**src/rtl/video_frame_scheduler.sv**
```systemverilog
// Frame-aligned start/stop gate between CMOS capture and the RAW8 processor.
// Define FRAME_CHECK_EN to add pixel/line counting and the sticky geom_err flag.
module video_frame_scheduler #(
   parameter logic [9:0] IMG_HDISP        = 10'd640,
   parameter logic [9:0] IMG_VDISP        = 10'd480,
   parameter logic       CMOS_VSYNC_VALID = 1'b1
) (
   input  logic        clk,
   input  logic        rst,
   input  logic        cmd_valid,
   input  logic        cmd_start,
   output logic        cmd_ready,
   input  logic        per_frame_vsync,
   input  logic        per_frame_href,
   input  logic [7:0]  per_img_RAW,
   output logic        post_frame_vsync,
   output logic        post_frame_href,
   output logic [7:0]  post_img_RAW,
   output logic        busy,
   output logic        frame_done,
   output logic [15:0] frame_cnt
`ifdef FRAME_CHECK_EN
   ,
   output logic        geom_err
`endif
);

   typedef enum logic [1:0] {
      IDLE,
      ARM,
      ACTIVE,
      DRAIN
   } state_t;

   state_t state;
   state_t state_nxt;
   logic   vsync_q;
   logic   fs;
   logic   start_acc;
   logic   stop_acc;
   logic   gate_nxt;
   logic   done_nxt;

   assign fs = (per_frame_vsync == CMOS_VSYNC_VALID) &&
               (vsync_q != CMOS_VSYNC_VALID);
   assign start_acc = cmd_valid & cmd_ready & cmd_start;
   assign stop_acc  = cmd_valid & cmd_ready & ~cmd_start;

   // A stop that lands on the arming fs cancels before the gate opens.
   always_comb begin
      state_nxt = state;
      gate_nxt  = 1'b0;
      done_nxt  = 1'b0;
      unique case (state)
         IDLE: begin
            if (start_acc) state_nxt = ARM;
         end
         ARM: begin
            if (stop_acc) begin
               state_nxt = IDLE;
            end else if (fs) begin
               state_nxt = ACTIVE;
               gate_nxt  = 1'b1;
            end
         end
         ACTIVE: begin
            gate_nxt = 1'b1;
            done_nxt = fs;
            if (stop_acc) state_nxt = DRAIN;
         end
         DRAIN: begin
            gate_nxt = ~fs;
            done_nxt = fs;
            if (fs) state_nxt = IDLE;
         end
         default: state_nxt = IDLE;
      endcase
   end

   always_ff @(posedge clk) begin
      if (rst) begin
         state            <= IDLE;
         cmd_ready        <= 1'b1;
         busy             <= 1'b0;
         vsync_q          <= ~CMOS_VSYNC_VALID;
         post_frame_vsync <= ~CMOS_VSYNC_VALID;
         post_frame_href  <= 1'b0;
         post_img_RAW     <= 8'd0;
         frame_done       <= 1'b0;
         frame_cnt        <= 16'd0;
      end else begin
         state     <= state_nxt;
         cmd_ready <= (state_nxt != DRAIN);
         busy      <= (state_nxt != IDLE);
         vsync_q   <= per_frame_vsync;
         if (gate_nxt) begin
            post_frame_vsync <= per_frame_vsync;
            post_frame_href  <= per_frame_href;
            post_img_RAW     <= per_img_RAW;
         end else begin
            post_frame_vsync <= ~CMOS_VSYNC_VALID;
            post_frame_href  <= 1'b0;
            post_img_RAW     <= 8'd0;
         end
         frame_done <= done_nxt;
         if (done_nxt) frame_cnt <= frame_cnt + 16'd1;
      end
   end

`ifdef FRAME_CHECK_EN
   logic       href_q;
   logic       href_fall;
   logic [9:0] pix_cnt;
   logic [9:0] line_cnt;
   logic       pix_bad;
   logic       line_bad;

   assign href_fall = href_q & ~per_frame_href;
   assign pix_bad   = gate_nxt & href_fall & (pix_cnt != IMG_HDISP);
   assign line_bad  = done_nxt & (line_cnt != IMG_VDISP);

   always_ff @(posedge clk) begin
      if (rst) begin
         href_q   <= 1'b0;
         pix_cnt  <= 10'd0;
         line_cnt <= 10'd0;
         geom_err <= 1'b0;
      end else begin
         href_q <= per_frame_href;
         if (gate_nxt) begin
            if (per_frame_href) begin
               if (pix_cnt != 10'h3FF) pix_cnt <= pix_cnt + 10'd1;
            end else if (href_fall) begin
               pix_cnt <= 10'd0;
            end
            if (fs) begin
               line_cnt <= 10'd0;
            end else if (href_fall && line_cnt != 10'h3FF) begin
               line_cnt <= line_cnt + 10'd1;
            end
         end
         if (start_acc) begin
            geom_err <= 1'b0;
         end else if (pix_bad || line_bad) begin
            geom_err <= 1'b1;
         end
      end
   end
`endif

endmodule

```
**config.mk**
```make
export PLATFORM = sky130hd
export DESIGN_NAME = video_frame_scheduler
export DESIGN_NICKNAME = d
export VERILOG_FILES = /design/src/rtl/video_frame_scheduler.sv
export SDC_FILE = /design/constraint.sdc
export NUM_CORES = 1
export LEC_CHECK = 0
export BUFFER_PORTS_ARGS = -buffer_cell sky130_fd_sc_hd__buf_2
export CELL_PAD_IN_SITES_DETAIL_PLACEMENT = 1
export CELL_PAD_IN_SITES_GLOBAL_PLACEMENT = 2
export CORE_MARGIN = 3
export CORE_UTILIZATION = 30
export DETAILED_ROUTE_END_ITERATION = 10
export PLACE_DENSITY_LB_ADDON = 0.08
export SYNTH_ARGS = -nofsm -noshare
export SYNTH_HDL_FRONTEND = slang
export SYNTH_SLANG_ARGS = --single-unit
export TNS_END_PERCENT = 50
```
**constraint.sdc**
```tcl
create_clock -name clk -period 2.8 [get_ports clk]
set_clock_uncertainty 0.1 [all_clocks]
set_input_delay 0.56 -clock clk [delete_from_list [all_inputs] [get_ports clk]]
set_output_delay 0.56 -clock clk [all_outputs]
set_load 0.05 [all_outputs]
```
Yosys cells after proc, flatten, opt, wreduce, memory -nomap -nowiden
Cells that the tools add are included.

Output and inout bits: 29. Bits in registers: 32.

Multiplexer cells: 10. Add/sub/neg operators: 1. Reductions and logical operators: 5. Bitwise gates (word level): 7. Eq/ne operators: 4.

Operator list (number): 16-bit by 1-bit adder with 16-bit output, second input constant (1); 2-bit two-way mux (5); 2-bit one-hot mux with 4 select lines (1); 2-bit == test, second input constant (2); 1-bit NOT (4); 2-bit OR reduction (2); 1-bit bitwise AND (3); 1-bit two-way mux (3); 1-bit one-hot mux with 3 select lines (1); 2-bit by 1-bit == test with 1-bit output, second input constant (1); 2-bit logical NOT (1); 2-bit inequality test, second input constant (1); 2-bit nonzero test (1); 1-bit logical AND (1).

Logic depth before layout (Yosys ltp)
Depth in word-level cells: 7. Mapped depth: 6. Gate-level depth less buffers: 5.

Worst setup path before layout
Ideal clock, no wire load.

Kind: register to register. Start: register frame_cnt[0]. End: register frame_cnt[14]. Arrival: 1.740 ns. Setup slack: 0.890 ns. Stages on the path, launching flop included: 7. Cells stage by stage: dfxtp_1 ha_1 and4b_1 buf_4 nand3_2 or3_1 a21oi_1.

Longest elaborated chain between the ends: 1.

RTL lines: from (decl) (line 21) `output logic [15:0] frame_cnt`; from (signal assigned) (line 106) `if (done_nxt) frame_cnt <= frame_cnt + 16'd1;`; 16-bit by 1-bit adder with 16-bit output (line 106).

No other way between the ends. A chain may end at the register's enable or synchronous reset.

Worst setup path after layout
Start: register frame_cnt[2]. End: output port frame_cnt[2].

No word-level cell between the ends.

==> metrics.yaml <==
outcome:
  outcome: "completed"
place:
  dp_hpwl_mm: 2.08
  placedCellCount: 210
  gp_congestion: 0.726
  port_buffers: 42
die:
  rows: 22
  die_h_um: 70.2
  io-pin-count: 43
  initial_core_util_pct: 32.3
  design.die.area_mm2: 0.00493
  core_mm2: 0.00383
  die_width_um: 70.2
setup_path:
  cp_slowest_cell: "dfxtp_1"
  reg2reg_to: "frame_cnt[14]$_SDFFE_PP0P_"
  cp-end-kind: "primary output"
  timing.rr.start: "frame_cnt[0]$_SDFFE_PP0P_"
  path_delay_family: "flip-flops"
  path_cells: "buf_2"
  slowest_delay_ps: 550
  path_class: "reg -> out"
  start_kind: "flop"
  cp.required_ps: 2140
  worstSetupStartpoint: "frame_cnt[2]$_SDFFE_PP0P_"
  crit_buf_inv: 1
  cp_max_fo: 8
  endpoint: "frame_cnt[2]"
  r2r_cells: 5
  worstPathArrival_ps: 1160
  ff2ff_setup_slack_ps: 1050
  worst-path-stages: 1
clocking:
  clock_path_buffers: 2
  cts_setup_buffers: 0
  cts_made_buffers: 5
  htreeDepth: 2
  clock-sinks: 32
  cts_tree: "built"
  cts.clk_slew.worst_paths_ps: 60
  hold_buffers: 0
  clock_latency_ps: 270
  cts-root-buf: "clkbuf_8"
  ctsResizeCount: 0
global_route:
  gr-total-overflow: 0
  grt_antenna_before_repair: 0
  grt_pass1_vias: 1005
  grt_usage_pct: 11.9
  grt_max_degree: 24
  grt_pass1_wl_mm: 4.75
logic_synthesis:
  ys_seq_area_share_pct: 51.8
  yosys_warnings: 0
  mappedNetlistArea_mm2: 0.00124
  synth-edff-count: 0
  synth_top_area_share_pct: 51.8
  synth_top_cell_by_area: "dfxtp_1"
  ys_seq_elements: 32
  syn_inst: 126
  syn_area_per_cell_um2: 9.81
  ys_async_sr_fraction_pct: 0
  synth_area_leaders: "dfxtp_1 52%, and2_1 5.1%, nor2_1 4.6%"
  synth_nets: 141
  ys.flop_type: "dfxtp_1"
  ys_types: 36
power:
  p_int_w: 0.000649
  power.leakage_nw: 0.707
  pwr-share-comb_pct: 6.4
  p_per_area_mw_per_mm2: 545
  p_seq_share_pct: 55.3
  p_sw_w: 0.000196
  vdd_drop_max_mv: 0.243
  power_frac_clock_pct: 38.3
  switching_share_pct: 23.2
drt:
  dr.pass1.iters: 4
  first_iter_violations: 33
  dr_total_vias: 1041
  routed_wl_mm: 2.79
  routedWlPerCell_um: 12.9
  drc_errors: 0
  drtAntennaViolNets: 0
  routed_via_density: 4.80
timing:
  grt_setup_unrepaired: "no"
  drv_slew: 0
  hold_viol: 0
  max_slew_margin_pct: 56.6
  worst_slew_pin_slew_ps: 651
  fmax_ghz: 0.549
  setup_viol: 0
  min_period_ps: 1820
  fin_crit_sh_pct: 65.1
  totalNegativeSetupSlack_ps: 0
layout:
  n_fill_cell: 483
  seqCellArea_um2: 641
  syn2layout_area_growth_pct: 25.5
  final_common_cell: "buf_2"
  multi_input_area_um2: 556
  drive_gt1_share_pct: 33.1
  final_cell_mix: "42 x buf_2, 32 x dfxtp_1, 15 x nor2_1, 10 x and2_1, 6 x nand2_1"
  finalNetCount: 184
  n_antenna_cell: 0
  layout.cells.non_filler: 217
hold_path:
  hold_class: "in -> reg"
job:
  drv_cap: 0
-- flip-flops by register name, indices dropped and copies added, names as in the netlist --
name              count
frame_cnt            16
post_img_RAW          8
state                 2
busy                  1
cmd_ready             1
frame_done            1
post_frame_href       1
post_frame_vsync      1
vsync_q               1
-- cells in the mapped netlist, drive strengths merged, types with 2 or more instances --
| library cell | instances |
|---|---|
| nor3 | 3 |
| dfxtp | 32 |
| xnor2 | 5 |
| and3 | 3 |
| nand3 | 4 |
| a21oi | 4 |
| mux2 | 2 |
| nand2 | 6 |
| inv | 2 |
| and4 | 2 |
| nand3b | 3 |
| buf | 5 |
| and2 | 10 |
| or3 | 3 |
| o21ai | 4 |
| xor2 | 5 |
| nor2b | 2 |
| nand4 | 5 |
| nor2 | 15 |
-- routing by layer --
| layer | GRT usage [%] | share of wire (%) | vias up |
|---|---|---|---|
| met4 | 3.83 | 0.32 | 0 |
| met5 | 0 | 0 | - |
| met3 | 3.88 | 4.4 | 2 |
| met1 | 14.3 | 44 | 502 |
| met2 | 20.0 | 51 | 18 |
| li1 | - | - | 519 |
-- cell type report --
type	count	area share, %
sequential	32	41.3
multi-input combinational	86	35.8
timing repair buffer	42	13.5
clock buffer	6	4.68
tap	48	3.87
inverter	2	0.484
clock inverter	1	0.323
-- how the worst min path moves through the flow --
stage	startpoint	endpoint	cells past startpoint
2_1_floorplan	state[0]$_SDFF_PP0_	cmd_ready$_SDFF_PP1_	2
3_3_place_gp	frame_cnt[14]$_SDFFE_PP0P_	frame_cnt[14]$_SDFFE_PP0P_	2
3_5_place_dp	state[1]$_SDFF_PP0_	cmd_ready$_SDFF_PP1_	1
4_1_cts	per_img_RAW[6]	post_img_RAW[6]$_SDFF_PP0_	2
5_1_grt	per_img_RAW[1]	post_img_RAW[1]$_SDFF_PP0_	2
6_report	per_img_RAW[6]	post_img_RAW[6]$_SDFF_PP0_	2
-- cells by family after synthesis --
| kind of cell | synth area share (%) |
|---|---|
| AOI/OAI and AO/OA | 5.97 |
| xor gates and xnor gates | 7.08 |
| and+or+nand+nor | 28.2 |
| DFF | 51.8 |
| muxes | 2.63 |
| adders and majority gates | 1.01 |
| buffers and inverters | 3.24 |
-- power by group through the flow --
stage	logic [W]	clock network, W	registers (W)
2_1_floorplan	0.0000184	0	0.000495
3_3_place_gp	0.0000535	0	0.000477
3_5_place_dp	0.0000550	0	0.000478
4_1_cts	0.0000551	0.000339	0.000468
5_1_grt	0.0000594	0.000359	0.000468
6_report	0.0000542	0.000324	0.000467
-- through the flow --
step | setup slack, ps | hold slack, ps | instance area, um2 | power, W | utilization, %
2_1_floorplan | 890 | 402 | 1240 | 0.000513 | -
3_3_place_gp | 850 | 391 | 1470 | 0.000531 | 38.5
6_report | 977 | 383 | 1550 | 0.000846 | 40.5
5_1_grt | 883 | 389 | 1550 | 0.000887 | 40.5
4_1_cts | 975 | 375 | 1550 | 0.000862 | 40.5
3_5_place_dp | 740 | 398 | 1470 | 0.000533 | 38.5
Note: power is estimated with default switching activity, not from simulation.
